**config.mk**
```make
export PLATFORM = sky130hd
export DESIGN_NAME = dot_matrix_scan_ctrl
export DESIGN_NICKNAME = d
export VERILOG_FILES = /design/src/rtl/dm_pkg.sv /design/src/rtl/dm_frame_buf.sv /design/src/rtl/dot_matrix_scan_ctrl.sv
export SDC_FILE = /design/constraint.sdc
export NUM_CORES = 1
export LEC_CHECK = 0
export ABC_AREA = 1
export BUFFER_PORTS_ARGS = -buffer_cell sky130_fd_sc_hd__buf_2
export CORE_MARGIN = 5
export CORE_UTILIZATION = 50
export CTS_BUF_LIST = sky130_fd_sc_hd__clkbuf_16
export DETAILED_ROUTE_END_ITERATION = 12
export PLACE_DENSITY = 0.7
export SETUP_SLACK_MARGIN = 0.5
export SYNTH_ARGS = -nofsm -noshare
export SYNTH_HDL_FRONTEND = slang
export SYNTH_SLANG_ARGS = --single-unit
```
**constraint.sdc**
```tcl
create_clock -name clk -period 5.8 [get_ports clk]
set_clock_uncertainty 0.2 [all_clocks]
set_input_delay 1.16 -clock clk [delete_from_list [all_inputs] [get_ports clk]]
set_output_delay 1.16 -clock clk [all_outputs]
set_load 0.01 [all_outputs]
```
**src/rtl/dm_pkg.sv**
```systemverilog
// Shared types and constants for the 8x8 dot-matrix scan controller.
package dm_pkg;

  localparam int DM_ROWS = 8;
  localparam int DM_COLS = 8;

  localparam logic [7:0] ROW_OFF = 8'hFF;
  localparam logic [7:0] COL_OFF = 8'h00;

  typedef enum logic [1:0] {
    ST_IDLE  = 2'd0,
    ST_BLANK = 2'd1,
    ST_DRIVE = 2'd2
  } dm_state_e;

  // Active-low one-hot strobe for a row index.
  function automatic logic [7:0] row_strobe(input logic [2:0] idx);
    row_strobe = ~(8'b0000_0001 << idx);
  endfunction

endpackage

```
**src/rtl/dm_frame_buf.sv**
```systemverilog
// Double-buffered 8x8 frame store: writes land in the back bank, reads come from the front bank.
module dm_frame_buf
  import dm_pkg::*;
(
  input  logic                 clk,
  input  logic                 rst,
  input  logic                 wr_en,
  input  logic [2:0]           wr_row,
  input  logic [DM_COLS-1:0]   wr_data,
  input  logic                 toggle,
  input  logic [2:0]           rd_row,
  output logic [DM_COLS-1:0]   rd_data
);

  logic [DM_COLS-1:0] bank_r [2][DM_ROWS];
  logic               front_sel_r;
  logic               wr_bank_s;
  logic               rd_bank_s;

  assign wr_bank_s = ~front_sel_r;
  // The read looks through a swap happening at this edge so the caller registers the new front's data.
  assign rd_bank_s = front_sel_r ^ toggle;
  assign rd_data   = bank_r[rd_bank_s][rd_row];

  // front bank select, flipped by each executed swap
  always_ff @(posedge clk or posedge rst) begin
    if (rst) begin
      front_sel_r <= 1'b0;
    end else begin
      front_sel_r <= front_sel_r ^ toggle;
    end
  end

  // back-bank write port; both banks clear on reset
  always_ff @(posedge clk or posedge rst) begin
    if (rst) begin
      for (int b = 0; b < 2; b++) begin
        for (int r = 0; r < DM_ROWS; r++) begin
          bank_r[b][r] <= COL_OFF;
        end
      end
    end else if (wr_en) begin
      bank_r[wr_bank_s][wr_row] <= wr_data;
    end
  end

endmodule

```
**src/rtl/dot_matrix_scan_ctrl.sv**
```systemverilog
// Row-strobe scheduler for the 8x8 LED matrix with per-slot blanking and tear-free frame swaps.
module dot_matrix_scan_ctrl
  import dm_pkg::*;
#(
  parameter int DWELL = 1000,
  parameter int BLANK = 4
) (
  input  logic       clk,
  input  logic       rst,
  input  logic       en,
  input  logic       wr_en,
  input  logic [2:0] wr_row,
  input  logic [7:0] wr_data,
  input  logic       swap_req,
  output logic       swap_ack,
  output logic       frame_start,
  output logic [2:0] sw,
  output logic [7:0] row,
  output logic [7:0] col
);

  localparam int            CW         = (DWELL > 1) ? $clog2(DWELL) : 1;
  localparam logic [CW-1:0] CNT_LAST   = CW'(DWELL - 1);
  localparam logic [CW-1:0] BLANK_LAST = (BLANK > 0) ? CW'(BLANK - 1) : '0;
  localparam logic [CW-1:0] CNT_ONE    = CW'(1);
  localparam bit            HAS_BLANK  = (BLANK > 0);

  dm_state_e     state_r, state_s;
  logic [CW-1:0] cnt_r, cnt_s;
  logic [2:0]    sw_r, sw_s;
  logic          wrap_s, start_s;
  logic          pending_r, pending_s, swap_do_s;
  logic          swap_ack_r, frame_start_r;
  logic [7:0]    row_r, row_s, col_r, col_s;
  logic [7:0]    rd_data_s;

  dm_frame_buf u_buf (
    .clk     (clk),
    .rst     (rst),
    .wr_en   (wr_en),
    .wr_row  (wr_row),
    .wr_data (wr_data),
    .toggle  (swap_do_s),
    .rd_row  (sw_s),
    .rd_data (rd_data_s)
  );

  // next scan position: state, dwell count and row index
  always_comb begin
    state_s = state_r;
    cnt_s   = cnt_r;
    sw_s    = sw_r;
    wrap_s  = 1'b0;
    start_s = 1'b0;
    if (!en) begin
      state_s = ST_IDLE;
      cnt_s   = '0;
      sw_s    = 3'd0;
    end else begin
      case (state_r)
        ST_IDLE: begin
          cnt_s   = '0;
          sw_s    = 3'd0;
          start_s = 1'b1;
          state_s = HAS_BLANK ? ST_BLANK : ST_DRIVE;
        end
        ST_BLANK: begin
          cnt_s = cnt_r + CNT_ONE;
          if (cnt_r == BLANK_LAST) begin
            state_s = ST_DRIVE;
          end else begin
            state_s = ST_BLANK;
          end
        end
        ST_DRIVE: begin
          if (cnt_r == CNT_LAST) begin
            cnt_s   = '0;
            sw_s    = sw_r + 3'd1;
            state_s = HAS_BLANK ? ST_BLANK : ST_DRIVE;
            if (sw_r == 3'd7) begin
              wrap_s  = 1'b1;
              start_s = 1'b1;
            end else begin
              wrap_s  = 1'b0;
              start_s = 1'b0;
            end
          end else begin
            cnt_s   = cnt_r + CNT_ONE;
            state_s = ST_DRIVE;
          end
        end
        default: begin
          state_s = ST_IDLE;
          cnt_s   = '0;
          sw_s    = 3'd0;
        end
      endcase
    end
  end

  // swap only at the 7->0 wrap, or immediately while parked; ack masks the request for one cycle
  always_comb begin
    swap_do_s = pending_r & ((state_r == ST_IDLE) | wrap_s);
    if (swap_do_s) begin
      pending_s = 1'b0;
    end else if (swap_req && !swap_ack_r) begin
      pending_s = 1'b1;
    end else begin
      pending_s = pending_r;
    end
  end

  // pin values for the cycle after this edge
  always_comb begin
    if (state_s == ST_DRIVE) begin
      row_s = row_strobe(sw_s);
      col_s = rd_data_s;
    end else begin
      row_s = ROW_OFF;
      col_s = COL_OFF;
    end
  end

  // FSM, counter and pending-flag registers
  always_ff @(posedge clk or posedge rst) begin
    if (rst) begin
      state_r   <= ST_IDLE;
      cnt_r     <= '0;
      sw_r      <= 3'd0;
      pending_r <= 1'b0;
    end else begin
      state_r   <= state_s;
      cnt_r     <= cnt_s;
      sw_r      <= sw_s;
      pending_r <= pending_s;
    end
  end

  // output registers
  always_ff @(posedge clk or posedge rst) begin
    if (rst) begin
      row_r         <= ROW_OFF;
      col_r         <= COL_OFF;
      swap_ack_r    <= 1'b0;
      frame_start_r <= 1'b0;
    end else begin
      row_r         <= row_s;
      col_r         <= col_s;
      swap_ack_r    <= swap_do_s;
      frame_start_r <= start_s;
    end
  end

  assign row         = row_r;
  assign col         = col_r;
  assign sw          = sw_r;
  assign swap_ack    = swap_ack_r;
  assign frame_start = frame_start_r;

endmodule
```
-- After elaboration in Yosys (flattened, before gate mapping)
Cells that the tools add are included.
- add/subtract/negate cells: 2
- magnitude comparators: 6
- eq/ne operators: 6
- shift operators: 1
- multiplexer cells: 31
- bitwise gates (word level): 9
- reductions and logical operators: 6
- operator list (cell ; count):
    64-bit two-way mux ; 4
    128-bit bitwise mux ; 1
    64-bit demux with 1-bit select ; 1
    8-bit two-way mux ; 5
    8-bit binary-select mux with 3-bit select ; 1
    8-bit demux with 3-bit select ; 1
    10-bit two-way mux ; 2
    10-bit one-hot mux with 2 select lines ; 1
    10-bit by 1-bit adder with 10-bit output (second input constant) ; 1
    10-bit == test (second input constant) ; 1
    10-bit by 2-bit == test with 1-bit output (second input constant) ; 1
    4-bit greater-or-equal comparator (second input constant) ; 2
    3-bit NOT with 4-bit output ; 2
    8-bit NOT ; 1
    1-bit by 3-bit << shifter with 8-bit output (first input constant) ; 1
    1-bit two-way mux ; 7
    2-bit two-way mux ; 3
    3-bit two-way mux ; 2
    2-bit one-hot mux with 3 select lines ; 1
    3-bit one-hot mux with 2 select lines ; 1
    2-bit == test (second input constant) ; 2
    2-bit greater-or-equal comparator (second input constant) ; 2
    4-bit by 1-bit less-than comparator with 1-bit output (second input constant) ; 1
    1-bit NOT with 2-bit output ; 2
    other kinds (13) ; 15
- flip-flop bits (word level): 163
- output and inout port bits: 21
- logic and storage cells: 86

-- Logic depth before layout (Yosys ltp)
Gate-level depths: netlist of run 1.
- word-level depth: 16
- depth in mapped cells: 17
- gate-level depth less buffers: 17

-- Modules after synthesis
From an unflattened synthesis of run 1, not the netlist that was laid out.
- cell total of the unflattened synthesis: 1028
- area, all modules: 7960.1 µm²
- modules (own cells, without submodules) (module ; times used ; cells each ; area an instance (µm²)):
    dm_frame_buf ; 1 ; 859 ; 6406.1
    dot_matrix_scan_ctrl ; 1 ; 169 ; 1554.0

-- Worst setup path after synthesis of run 1
No wires, ideal clock.
- kind: input -> register
- start: input wr_row[0]
- end: register u_buf.bank_r[64] (netlist bit)
- setup time: 0.077 ns
- arrival time: 2.469 ns
- data required time: 5.523 ns
- path slack: 3.054 ns
- stages on the path: 6
- cells stage by stage: buf_2 inv_1 nor4_1 buf_2 nor2_1 a21oi_1
- word-level cells in the longest chain between the ends: 8
- elaborated cells on any way between the ends: 9
- ends and longest elaborated chain (element ; line ; source):
    start, declared ; dot_matrix_scan_ctrl.sv:12 ; input logic [2:0] wr_row,
    3-bit NOT with 4-bit output (implied by the code) (*) ; dm_frame_buf.sv:43 ; bank_r[wr_bank_s][wr_row] <= wr_data;
    4-bit greater-or-equal comparator (implied by the code) or 4-bit by 1-bit less-than comparator with 1-bit output (tied branches) ; dm_frame_buf.sv:43 ;
    1-bit logical AND (implied by the code) ; dm_frame_buf.sv:43 ;
    8-bit two-way mux (implied by the code) ; dm_frame_buf.sv:43 ;
    8-bit demux with 3-bit select (*) ; dm_frame_buf.sv:43 ;
    64-bit two-way mux (implied by the code) (*) ; dm_frame_buf.sv:43 ;
    64-bit demux with 1-bit select (*) ; dm_frame_buf.sv:43 ;
    128-bit bitwise mux (*) ; dm_frame_buf.sv:43 ;
    end signal, assigned by index ; dm_frame_buf.sv:43 ;
    end, declared ; dm_frame_buf.sv:15 ; logic [DM_COLS-1:0] bank_r [2][DM_ROWS];
Every way passes the cells marked *; elsewhere a longest branch is shown, timed or not.
A chain may end at the register's enable or synchronous reset.

-- Worst setup path in the final report of run 1
- start: register cnt_r[0]
- end: register col_r[2], in the netlist col[2]
- word-level cells in the longest chain between the ends: 15
- elaborated cells on any way between the ends: 25
- ends and longest elaborated chain (element ; line ; source):
    start, declared ; dot_matrix_scan_ctrl.sv:29 ; logic [CW-1:0] cnt_r, cnt_s;
    start signal, assigned ; dot_matrix_scan_ctrl.sv:133 ; cnt_r <= cnt_s;
    10-bit == test ; dot_matrix_scan_ctrl.sv:76 ; if (cnt_r == CNT_LAST) begin
    1-bit two-way mux ; dot_matrix_scan_ctrl.sv:76 ;
    1-bit two-way mux ; dot_matrix_scan_ctrl.sv:60 ; case (state_r)
    1-bit two-way mux ; dot_matrix_scan_ctrl.sv:55 ; if (!en) begin
    1-bit bitwise OR ; dot_matrix_scan_ctrl.sv:103 ; swap_do_s = pending_r & ((state_r == ST_IDLE) | wrap_s);
    1-bit bitwise AND ; dot_matrix_scan_ctrl.sv:103 ;
    1-bit XOR ; dm_frame_buf.sv:22 ; assign rd_bank_s = front_sel_r ^ toggle;
    1-bit NOT with 2-bit output (implied by the code) ; dm_frame_buf.sv:23 ; assign rd_data = bank_r[rd_bank_s][rd_row];
    64-bit two-way mux (implied by the code) (3 in series) ; dm_frame_buf.sv:23 ;
    8-bit binary-select mux with 3-bit select ; dm_frame_buf.sv:23 ;
    8-bit two-way mux (implied by the code) (2 in series) ; dm_frame_buf.sv:23 ;
    8-bit two-way mux (*) ; dot_matrix_scan_ctrl.sv:115 ; if (state_s == ST_DRIVE) begin
    via col_s[2] ; dot_matrix_scan_ctrl.sv:34 ; logic [7:0] row_r, row_s, col_r, col_s;
    end signal, assigned ; dot_matrix_scan_ctrl.sv:148 ; col_r <= col_s;
    end, declared ; dot_matrix_scan_ctrl.sv:34 ;
Mark *: on every way through the listed nets, which the timed path passes. The rest lies on a longest branch. The select of a mux whose other input is x is not followed.

==> run summary, run 1 <==
The flow ran to the end, and the final reports show no timing, DRC or antenna violations. The starting density of the core is 50.99%. STA classifies the critical path startpoint as a flop. By startpoint and endpoint, the worst setup path is classified as reg2reg. The largest individual stage delay along the critical path comes from the cell sky130_fd_sc_hd__buf_4. The worst-case setup margin in the final layout came out at 2.406 ns.

From bottom edge to top edge, the die measures 132.0 um. The data required time at the worst endpoint is 5.95 ns. Measured against its own limit, the worst slew margin works out to 20.59%. Derived from the worst setup path, the maximum achievable clock frequency is 0.2946 GHz. Tracing the worst setup path back leads to its startpoint at cnt_r[0]. The via count of the first global-routing pass came out at 5672. The worst path uses 58.52% of the clock period. For the pin with the worst max-slew slack, the measured transition is 1.187 ns. The cell row count is 44. The final setup violation count came out at 0.

The number of DRC markers in iteration 0 came out at 530. The number of antenna violations at the first check in global routing came to 0. The max capacitance violation total is 0. The register-to-register setup slack came out at 2.41 ns. The summed instance area of the synthesized netlist is 7440 um2. The sequential fraction of design power is 47.2%. The share of the yosys chip area belonging to registers is 54.96%.

Walking the worst path, the cells encountered are ha_1, nand2_2, nor2_2, nand4_2, nand2_2, nand3_2, nand2_2, buf_4, nand2_1, nand3_1, nand2_1, nor2_1, nand3_1, nand2_1. Setup repair after global routing left no endpoint under its margin. The number of hold violations in the final report is 0. Relative to the synthesized area, the layout overhead comes to 10.39%.

The wire length per cell is 16.38 um. TritonCTS built the clock tree. After global routing the overflow that remains totals 0. The number of sinks on the clock net came out at 163.

Summed over all cells, the static leakage comes to 3.850 nW. The proportion of power drawn by the clock network came out at 27.4%. The die footprint came out at 17420 um2.

The die is 132.0 um wide. The source-to-sink clock delay at the later pin of the worst-skew pair came out at 0.43 ns. The final period demand of the worst path came out at 3.394 ns. The detailed placement HPWL is 11440 um. The routed wire length is 17980 um.

The final setup TNS came out at 0 ns. The count of hold-fix buffers inserted at cts came out at 0. The Yosys warning count is 0.

The number of nets in the synthesized netlist came out at 909. The count of pins over their slew limit came out at 0. The critical-path maximum fanout is 39.

The number of setup buffers added after CTS came out at 0. The worst-case setup slack after placement is 2.187 ns. The dominant cell type by area after synthesis is sky130_fd_sc_hd__dfrtp_1.

Buffers placed on the I/O ports in this run total 36. Dividing total power by cell area gives a power density of 471.1 nW/um2. The critical path ends at col[2]. The reported net switching power is 1.312 mW. The worst register-to-register path ends at col[2]. The mean area per synthesized cell came out at 8.397 um2. The first-pass iteration count of the detailed router came out at 5.

The fill cell instance count of the final layout came out at 1324. The last weighted congestion value of the routability-driven placer came out at 0.8303. The number of storage elements in the synthesis netlist is 163. The share of the synthesized area in the top cell type came out at 52.14%.

After clock tree synthesis, the clock-pin slew on the worst setup and hold paths is 0.06 ns. The worst hold path belongs to the class reg2reg. The antenna violation net count after detailed routing came out at 0. The design draws 3.869 mW. The count of mapped cells out of synthesis came out at 886. The switching share of power came out at 33.92%. For this run, the slowest stage of the critical path takes 0.46 ns. The number of primary I/O pins is 37.

For this run, design rule violations remaining after detail routing come to 0. The share of final-layout standard cells stronger than drive strength 1 is 10.94%. The average vias per placed instance is 5.405. The source of the worst register-to-register timing path is cnt_r[0]. The count of unique library cells instantiated by Yosys came out at 34. The internal power consumption is 2.557 mW. Yosys attributes the largest share of cell area to sky130_fd_sc_hd__dfrtp_1 (52%), sky130_fd_sc_hd__nand2_1 (13%), sky130_fd_sc_hd__o21ai_0 (6.8%), sky130_fd_sc_hd__nand3_1 (6.3%), sky130_fd_sc_hd__nor2_1 (3.8%). The area of the core is 14590 um2. Leaving out fill and tap cells, the most frequent cell in the layout is sky130_fd_sc_hd__nand2_1.

The global router's overall resource usage is 21.48%. For the worst setup path, the data arrival time is 3.55 ns. The first global-routing pass estimated 29790 um of wire. The maximum number of buffers from clock root to sink came out at 2.

The root buffer cell chosen for the clock tree is sky130_fd_sc_hd__clkbuf_16. In this run, the combinational gates consume 25.4% of the power. Post-CTS repair changed the size of 0 cells. The total number of H-tree levels came out at 4.

The category of the worst setup path capture point is a flop. The diode insertion count for antenna repair came out at 0. The worst-case reg-to-reg path depth is 14. The maximum number of pins on one net before global-route repair came out at 164. Leaving out fill and tap cells, the most frequent cells in the layout are sky130_fd_sc_hd__nand2_1 (247), sky130_fd_sc_hd__dfrtp_1 (155), sky130_fd_sc_hd__o21ai_0 (101), sky130_fd_sc_hd__nand3_1 (93), sky130_fd_sc_hd__nor2_1 (76). The via count came out at 5935.

The number of nets in the finished design is 924. Counting the buffers created by CTS gives 17. The worst IR drop on VDD is 286.6 uV.
-- worst max-delay path, delay by kind of cell, from the launching register on --
family	cells	cell delay [ns]
adder cells (fa/ha/maj)	1	0.23
buffers and inverters	1	0.46
flip-flops	1	0.41
AND/OR/NAND/NOR	12	2.01
-- sequential cells by signal, indices dropped and copies added, names as in the netlist --
name,flops
u_buf.bank_r,128
cnt_r,10
col,8
row,8
sw,3
state_r,2
frame_start,1
pending_r,1
swap_ack,1
u_buf.front_sel_r,1
-- per-stage QoR --
step	instances	util (%)	hold slack, ns	cell area (um2)
CTS	1098	56.29	0.2819	8213
floorplan	886	-	0.2455	7443
global placement	1066	52.54	0.2586	7665
finish	1098	56.29	0.2823	8213
global route	1098	56.29	0.2992	8213
detailed placement	1066	52.54	0.2664	7665
-- final cells by class --
type | instances | area (um2) | area share (%)
multi-input combinational | 623 | 2913 | 35.47
tap | 184 | 230.2 | 2.803
inverter | 57 | 217.7 | 2.651
clock buffer | 17 | 425.4 | 5.180
timing repair buffer | 39 | 215.2 | 2.620
clock inverter | 15 | 122.6 | 1.493
sequential | 163 | 4089 | 49.79
-- cells in the mapped netlist, drive strengths merged --
| cell | count |
|---|---|
| a21oi | 43 |
| and2 | 1 |
| buf | 19 |
| clkbuf | 24 |
| clkinv | 1 |
| dfrtp | 155 |
| dfstp | 8 |
| ha | 7 |
| inv | 56 |
| nand2 | 256 |
| nand3 | 98 |
| nand4 | 2 |
| nor2 | 81 |
| nor3 | 7 |
| nor3b | 2 |
| nor4 | 1 |
| o211ai | 4 |
| o21a | 1 |
| o21ai | 112 |
| or2 | 3 |
| xor2 | 5 |
-- metal layers --
layer / wire length [um] / up-vias / GRT usage (%)
met5: 0 / - / 0
met4: 306 / 0 / 7.143
met3: 1212 / 29 / 4.771
met2: 8233 / 202 / 33.55
met1: 8229 / 2804 / 29.89
li1: - / 2900 / -
-- kinds of logic after synthesis --
| family | synth area share, % |
|---|---|
| AOI/OAI and AO/OA | 11.08 |
| xor gates and xnor gates | 0.5886 |
| adders and majority gates | 1.177 |
| buffers and inverters | 6.004 |
| DFF | 54.96 |
| and+or+nand+nor | 26.19 |
-- power by group through the flow --
| stage | logic [mW] | registers (mW) | clock network, mW |
|---|---|---|---|
| floorplan | 0.819 | 1.77 | 0 |
| finish | 0.983 | 1.83 | 1.06 |
| global placement | 0.948 | 1.83 | 0 |
| global route | 1.14 | 1.88 | 1.14 |
| CTS | 0.985 | 1.82 | 1.07 |
| detailed placement | 0.979 | 1.83 | 0 |
-- how the worst min path moves through the flow --
| stage | start | endpoint | slack (ns) | cells past startpoint |
|---|---|---|---|---|
| CTS | u_buf.bank_r[11] | u_buf.bank_r[11] | 0.28 | 2 |
| global route | u_buf.bank_r[116] | u_buf.bank_r[116] | 0.30 | 2 |
| global placement | u_buf.bank_r[11] | u_buf.bank_r[11] | 0.26 | 2 |
| finish | u_buf.bank_r[11] | u_buf.bank_r[11] | 0.28 | 2 |
| detailed placement | u_buf.bank_r[11] | u_buf.bank_r[11] | 0.27 | 2 |
| floorplan | u_buf.bank_r[10] | u_buf.bank_r[10] | 0.25 | 2 |
(Power assumes the default switching activity.)
==> run 2, diff against run 1 <==
--- a/config.mk
+++ b/config.mk
@@ -5,7 +5,7 @@
 export SDC_FILE = /design/constraint.sdc
 export NUM_CORES = 1
 export LEC_CHECK = 0
-export ABC_AREA = 1
+export ABC_AREA = 0
 export BUFFER_PORTS_ARGS = -buffer_cell sky130_fd_sc_hd__buf_2
 export CORE_MARGIN = 5
 export CORE_UTILIZATION = 50
==> constraint.sdc (replaced) <==
create_clock -name clk -period 2.79 [get_ports clk]
set_clock_uncertainty 0.2 [all_clocks]
set_input_delay 0.558 -clock clk [delete_from_list [all_inputs] [get_ports clk]]
set_output_delay 0.558 -clock clk [all_outputs]
set_load 0.01 [all_outputs]
==> run 2 against run 1 <==
  * The run now ends with negative setup slack left
  * Wire length up 10%
  * Non-clock buffer count up 84
  * Final cell count down 18%
  * Synthesized cell count down 34%
==> run summary, run 2 <==
The cell family contributing the most delay on the critical path is compound AO/OA/AOI/OAI gates. The count of mapped cells out of synthesis came out at 588. At the end of routability-driven placement, the weighted congestion stood at 0.8682. The worst setup path is launched from a flop. The total power divided by cell area came out at 932.8 nW/um2. STA classifies the critical path endpoint as a flop. The via count of the first global-routing pass is 5563. The async set-or-reset flop fraction in the synthesized netlist is 100.0%. The diode insertion count for antenna repair came out at 0.

The worst hold path belongs to the class in2async. The number of primary I/O pins is 37. The internal power consumption came out at 6.284 mW. The relative max-transition margin is 55.73%. Leaving out fill and tap cells, the most frequent cells in the layout are sky130_fd_sc_hd__dfrtp_1 (155), sky130_fd_sc_hd__mux2_2 (139), sky130_fd_sc_hd__buf_4 (66), sky130_fd_sc_hd__nand2_1 (39), sky130_fd_sc_hd__buf_2 (37).

The total congestion overflow came out at 0. The die footprint is 17760 um2. The count of hold-fix buffers inserted at cts is 0. Setup repair after global routing could not meet its margin everywhere. The detailed router placed 5363 vias in this run. The reported net switching power came out at 2.643 mW. The antenna violation net count after detailed routing came out at 0. The area of the core came out at 15030 um2.

The Yosys warning count is 0. For this run, the slowest stage of the critical path takes 0.51 ns. The final setup violation count came out at 2. The sequential fraction of design power came out at 43.1%. The measured slew at the worst slew-check pin came out at 0.6640 ns. The number of storage elements in the synthesis netlist came out at 163. The starting density of the core is 50.54%. The end-of-flow core utilization is 63.66%. The multi-input gate area in the final layout came out at 3617 um2. The largest registers in the layout are u_buf.bank_r (128), cnt_r (10). By count the netlist is led by sky130_fd_sc_hd__dfrtp_1 (155), sky130_fd_sc_hd__mux2_2 (143), sky130_fd_sc_hd__nand2_1 (43).

The maximum number of buffers from clock root to sink is 2. The maximum achievable frequency came out at 0.3537 GHz. The run finished, with violations left. The number of nets in the finished design is 723. The cell row count is 45. After clock tree synthesis, the clock-pin slew on the worst setup and hold paths is 0.06 ns.

The first global-routing pass estimated 30980 um of wire. Fill cells in the final layout number 1089. The clock root buffer is sky130_fd_sc_hd__clkbuf_16. The post-layout instance area came out at 9570 um2.

The library cell used most frequently in the layout, excluding fill and tap cells, is sky130_fd_sc_hd__dfrtp_1. The data required time at the worst endpoint is 2.91 ns. The worst-case IR drop observed on VDD is 627.6 uV. Across the run, the number of max-cap violations was 0. The number of nets in the synthesized netlist came out at 611. For this run, the total global-route usage over all layers was measured as 22.52%. The share of the yosys chip area belonging to registers came out at 53.82%. The mean area per synthesized cell is 12.92 um2. The number of DRC markers in iteration 0 came out at 400. The final period demand of the worst path came out at 2.827 ns. The critical-path maximum fanout came out at 5. The number of buffers created by CTS is 17. The reported leakage power is 4.204 nW. The worst-case setup margin in the final layout is -0.03700 ns. The final reports fail on negative setup slack. The count of unique library cells instantiated by Yosys is 66. The final period utilization came out at 101.3%. The cell area reported after detailed placement is 8453 um2. The source-to-sink clock delay at the later pin of the worst-skew pair came out at 0.43 ns. Net switching is 29.61% of the power. The count of flip-flops with a built-in enable after synthesis came out at 0. Summed over all instances, the cell type with the most area after synthesis is sky130_fd_sc_hd__dfrtp_1. For this run, design rule violations remaining after detail routing come to 0. The flip-flop count of the largest register after layout is 128.

The die outline width is 133.3 um. The routed wire length is 19810 um. By area the synthesized netlist is led by sky130_fd_sc_hd__dfrtp_1 (51%), sky130_fd_sc_hd__mux2_2 (21%), sky130_fd_sc_hd__dfstp_2 (2.8%), sky130_fd_sc_hd__nand2_1 (2.1%), sky130_fd_sc_hd__nor2_1 (1.7%).

The worst register-to-register path begins at state_r[1]. The part of the total power dissipated in combinational logic came out at 30.9%. The worst register-to-register path ends at col[3]. The non-filler instance count after layout came out at 901. In the post-synthesis netlist, the cell with the most instances is sky130_fd_sc_hd__dfrtp_1.

The area growth from synthesis to layout is 25.97%. The largest individual stage delay along the critical path comes from the cell sky130_fd_sc_hd__mux4_2. The share of the synthesized area in the top cell type is 51.05%.

Counting every sink on the clock net gives 163. The worst-case reg-to-reg path depth is 9. Counting both buffers and inverters, the worst setup path holds a total of 2. The maximum number of pins on one net before global-route repair is 54.

The worst setup path is of the reg2reg kind. Traced cell by cell, the critical path runs through inv_2, ha_4, nand3_4, nor4_4, a21boi_4, inv_6, mux4_2, o2111a_1, a31o_1. The register-to-register setup slack came out at -0.04 ns. The wire length per cell is 21.98 um. After detailed routing, the number of vias per cell comes to 5.952. Once detailed placement completed, the half-perimeter wirelength came to 12880 um. The data arrival time at the worst-slack endpoint came out at 2.95 ns. The summed instance area of the synthesized netlist came out at 7597 um2.

The register with the most flip-flops in the final layout is u_buf.bank_r. The count of placed standard cells including taps came out at 834. The TritonCTS clock tree is yes. The worst hold margin is 0.008298 ns. The first-pass iteration count of the detailed router is 5.

The register area came out at 4089 um2. The post-route netlist has 50.91% of its cells at a drive strength greater than 1. The H-tree generated during clock tree synthesis spans 4 levels. The count of pins over their slew limit is 0. For this run, the leading register cell type out of synthesis is sky130_fd_sc_hd__dfrtp_1.

The number of antenna violations at the first check in global routing came out at 0. The number of buffer cells added on primary ports came out at 36. The vertical die dimension came out at 133.3 um. Per report_power, the clock group accounts for 26.0% of the total.

The number of hold violations in the final report came to 0.
## run 2: how the worst max path moves through the flow
stage / endpoint / slack [ns] / startpoint / depth (start not counted)
detailed placement: col[5] / -0.11 / state_r[1] / 9
CTS: col[5] / 0.001 / state_r[1] / 9
floorplan: cnt_r[0] / -0.03 / rst / 1
global placement: col[7] / -0.06 / cnt_r[0] / 10
finish: col[3] / -0.04 / state_r[1] / 9
global route: col[5] / -0.14 / cnt_r[1] / 11
## run 2: kinds of logic after synthesis
family	Yosys count	synth area share (%)
AO/OA/AOI/OAI	66	7.197
XOR/XNOR	8	0.9223
adder cells (fa/ha/maj)	7	1.153
buffers and inverters	39	2.783
flip-flops	163	53.82
multiplexers	159	24.34
AND/OR/NAND/NOR	146	9.783
## run 2: layer usage
metal	share of wire (%)	wire length (um)	up-vias	track usage, %
met5	0	0	-	0
met4	1.5	303	0	6.857
met3	5.2	1025	27	4.834
met2	50	9926	174	37.78
met1	43	8552	2800	29.55
li1	-	-	2362	-
## run 2: metrics by stage
step	setup WS, ns	TNS (ns)	total power, mW
floorplan	-0.03227	-5.002	5.597
global placement	-0.05762	-0.1224	6.144
detailed placement	-0.1134	-0.4193	6.279
CTS	0.001092	0	8.807
global route	-0.1408	-0.7931	9.340
finish	-0.03700	-0.05765	8.927
## run 2: worst register-to-register path: stages (launching register included)
cell,delay [ns]
sky130_fd_sc_hd__dfrtp_1,0.40
sky130_fd_sc_hd__inv_2,0.08
sky130_fd_sc_hd__ha_4,0.29
sky130_fd_sc_hd__nand3_4,0.11
sky130_fd_sc_hd__nor4_4,0.40
sky130_fd_sc_hd__a21boi_4,0.17
sky130_fd_sc_hd__inv_6,0.12
sky130_fd_sc_hd__mux4_2,0.52
sky130_fd_sc_hd__o2111a_1,0.27
sky130_fd_sc_hd__a31o_1,0.19
## run 2: final cells by class
class                      instances  area share (%)
multi-input combinational        386           37.80
timing repair buffer             123           10.33
inverter                           8          0.5883
tap                              188           2.458
clock buffer                      17           4.445
sequential                       163           42.72
timing repair inverter             1         0.06537
clock inverter                    15           1.595
## run 2: power by group through the flow
stage	Combinational, mW	Sequential [mW]	Clock [mW]
final	2.76	3.85	2.32
after global routing	2.97	3.93	2.43
after CTS	2.64	3.83	2.34
after detailed placement	2.43	3.85	0
after global placement	2.35	3.79	0
after floorplan	1.91	3.68	0
## run 2: repair_timing
| action | CTS | global route |
|---|---|---|
| cloned | 3 | 1 |
| buffers inserted | 17 | 14 |
| endpoints found under the hold margin | 0 | 0 |
| setup endpoints to repair | 17 | 17 |
| pin swaps | 11 | 6 |
| resized for setup | 34 | 19 |
==> run 3, diff against run 2 <==
--- a/config.mk
+++ b/config.mk
@@ -5,7 +5,7 @@
 export SDC_FILE = /design/constraint.sdc
 export NUM_CORES = 1
 export LEC_CHECK = 0
-export ABC_AREA = 0
+export ABC_AREA = 1
 export BUFFER_PORTS_ARGS = -buffer_cell sky130_fd_sc_hd__buf_2
 export CORE_MARGIN = 5
 export CORE_UTILIZATION = 50
==> run 3 against run 2 <==
  * The flow now finishes without violations
  * Largest power group unchanged
  * Critical endpoint is now col[1]
  * Die area fell by 1.9%
  * Flip-flop and latch count did not move
  * Core utilization fell by 2.1 points
==> run summary, run 3 (synthesized netlist as in run 1, its figures left out) <==
The flow ran to the end, and the final reports show no timing, DRC or antenna violations. The worst register-to-register path has a depth of 16. The first-pass GRT wire length is 32310 um. In this run the static leakage power is 4.228 nW. STA classifies the critical path endpoint as a flop. The global router's overall resource usage came out at 23.26%. After layout, the worst path uses 86.73% of the clock period. The measured slew at the worst slew-check pin is 0.7036 ns. The routed wire length is 20110 um. The fill cell instance count of the final layout is 1246. The total number of H-tree levels is 4. The maximum achievable frequency is 0.4133 GHz.

The via count of the first global-routing pass was 6059. The worst pin sits at a relative slew slack of 52.96%. The register name with the most flops is u_buf.bank_r. The total power divided by cell area came out at 939.8 nW/um2. The largest registers in the layout are u_buf.bank_r (128), cnt_r (10). The tool flagged a number of max-cap violations equal to 0.

The antenna violation net count after detailed routing came out at 0. The worst min-delay path category is in2async. The critical path is of the reg2reg type. Global routing finished with a remaining overflow of 0. 37 I/O pins were placed. The data arrival time at the worst-slack endpoint came out at 2.54 ns.

TritonCTS built the clock tree. The number of buffer cells added on primary ports came out at 36. The number of buffers created by CTS is 17. The wire length per cell came out at 17.61 um. STA classifies the critical path startpoint as a flop. The final period demand of the worst path is 2.420 ns. The number of hold violations in the final report is 0. The number of antenna violations at the first check in global routing is 1. The most common library cell in the layout ignoring fill and taps is sky130_fd_sc_hd__nand2_1. The cell row count came out at 44. The part of the total power dissipated in combinational logic came out at 29.9%. For this configuration, the core starts out at a cell density of 50.99%. The die is 132.0 um tall. The register-to-register setup slack is 0.37 ns. The count of pins over their slew limit was 0.

Of the total power, registers draw 45.4%. The share of final-layout standard cells stronger than drive strength 1 is 18.29%. The clock root buffer is sky130_fd_sc_hd__clkbuf_16.

The average vias per placed instance came out at 5.469. For this run, the post-layout net count is 968. STA puts the critical path data required time at 2.91 ns. The area growth from synthesis to layout is 20.79%.

The startpoint identified for the worst register-to-register timing path is cnt_r[1]. Entering global routing, the biggest net connects 93 pins. Setup violations remaining at the end of the flow were counted as 0. The largest individual stage delay along the critical path comes from the cell sky130_fd_sc_hd__dfrtp_1.

The critical-path maximum fanout came out at 5. The internal power consumption came out at 5.508 mW. The area of the core is 14590 um2. The proportion of power drawn by the clock network is 24.6%. The worst IR drop on VDD came out at 524.4 uV.

The maximum number of buffers from clock root to sink is 2. After routing, the total negative slack on setup checks comes to 0 ns. Traced cell by cell, the critical path runs through ha_2, nand2_2, nor2_4, nand2_2, nand2_4, nand3_4, inv_2, nor2_4, nor2_4, buf_12, clkbuf_16, nand3_1, nand2_1, nor2_1, nor2_1, nor2_1.

The source-to-sink clock delay at the later pin of the worst-skew pair came out at 0.43 ns. The largest single stage delay on the critical path is 0.35 ns. In this run, the number of DRC markers left after iteration 0 of detailed routing was 469. The endpoint of the lowest-slack register-to-register path is col[1]. Of the total power, the share spent switching nets is 34.78%. Setup repair after global routing could not meet its margin everywhere. After clock tree synthesis, the clock-pin slew on the worst setup and hold paths is 0.06 ns. The detailed placement HPWL came out at 12160 um. Leaving out fill and tap cells, the most frequent cells in the layout are sky130_fd_sc_hd__nand2_1 (236), sky130_fd_sc_hd__dfrtp_1 (155), sky130_fd_sc_hd__o21ai_0 (100), sky130_fd_sc_hd__nand3_1 (80), sky130_fd_sc_hd__nor2_1 (71). The last weighted congestion value of the routability-driven placer is 0.8946. The die outline width came out at 132.0 um. In the routed design, unresolved DRC markers number 0. The end-of-flow core utilization came out at 61.60%. The first-pass iteration count of the detailed router is 5. The reported net switching power is 2.937 mW. The die footprint came out at 17420 um2.

The flip-flop count of the largest register after layout is 128. The via count is 6246. The tree built by TritonCTS fans out to 163 sinks.
run 3: cell types whose count changed in the layout (fill, tap and decap cells not counted), sizes merged, moves of 6 or more:
cell	previous run	this run
o221ai	7	0
o21ai	11	112
o22ai	6	0
nand3	26	98
nand2b	9	0
nor2	38	81
a21oi	2	43
inv	9	58
buf	121	82
nand2	45	256
mux2	143	0
mux2i	10	0
mux4	6	0
run 3: timing repair:
action                     in CTS  in global routing
hold buffers                    0                  0
gates resized for setup        36                 34
gates cloned                    4                  1
setup endpoints to repair      12                 12
buffers inserted               14                  7
pin swaps                      15                 36
run 3: through the flow:
stage	cell area [um2]	hold WS, ns	power (mW)	cells	setup WS [ns]
after floorplan	7443	0.2455	5.388	886	-0.03227
after global placement	7863	0.2611	5.891	1084	0.2840
after detailed placement	7863	0.2658	5.959	1084	0.2423
after CTS	8762	0.07622	8.318	1133	0.4430
after global routing	8986	0.1003	8.999	1142	0.2409
final	8986	0.04953	8.445	1142	0.3703
run 3: per-layer routing:
layer,global-route usage [%],part of all wire (%)
met1,32.79,46
met2,35.35,46
met3,4.809,5.8
met4,9.314,2.4
met5,0,0
run 3: worst max path at each step:
stage / startpoint / end / slack [ns] / cells past startpoint
final: cnt_r[1] / col[1] / 0.37 / 16
after CTS: cnt_r[0] / col[2] / 0.44 / 16
after global routing: cnt_r[1] / col[3] / 0.24 / 15
after detailed placement: cnt_r[0] / col[2] / 0.24 / 13
after global placement: cnt_r[0] / col[2] / 0.28 / 13
after floorplan: rst / cnt_r[0] / -0.03 / 1
run 3: final cells by class:
type,count,area [um2],share of cell area (%)
tap,184,230.2,2.562
multi-input combinational,623,3152,35.07
clock inverter,14,82.58,0.9190
inverter,57,230.2,2.562
timing repair buffer,83,774.5,8.619
antenna,1,2.502,0.02785
clock buffer,17,425.4,4.734
sequential,163,4089,45.50
run 3: power by group through the flow:
stage               Clock, mW  Combinational, mW  Sequential, mW
floorplan                   0               1.70            3.69
global placement            0               2.07            3.82
detailed placement          0               2.13            3.83
CTS                      2.09               2.42            3.81
global route             2.20               2.86            3.94
finish                   2.08               2.53            3.84
run 3: critical path: cells and delay by family, from the launching register on:
family / cells / cell delay, ns
adder cells (fa/ha/maj): 1 / 0.20
buffers and inverters: 3 / 0.39
flip-flops: 1 / 0.35
AND/OR/NAND/NOR: 12 / 1.17
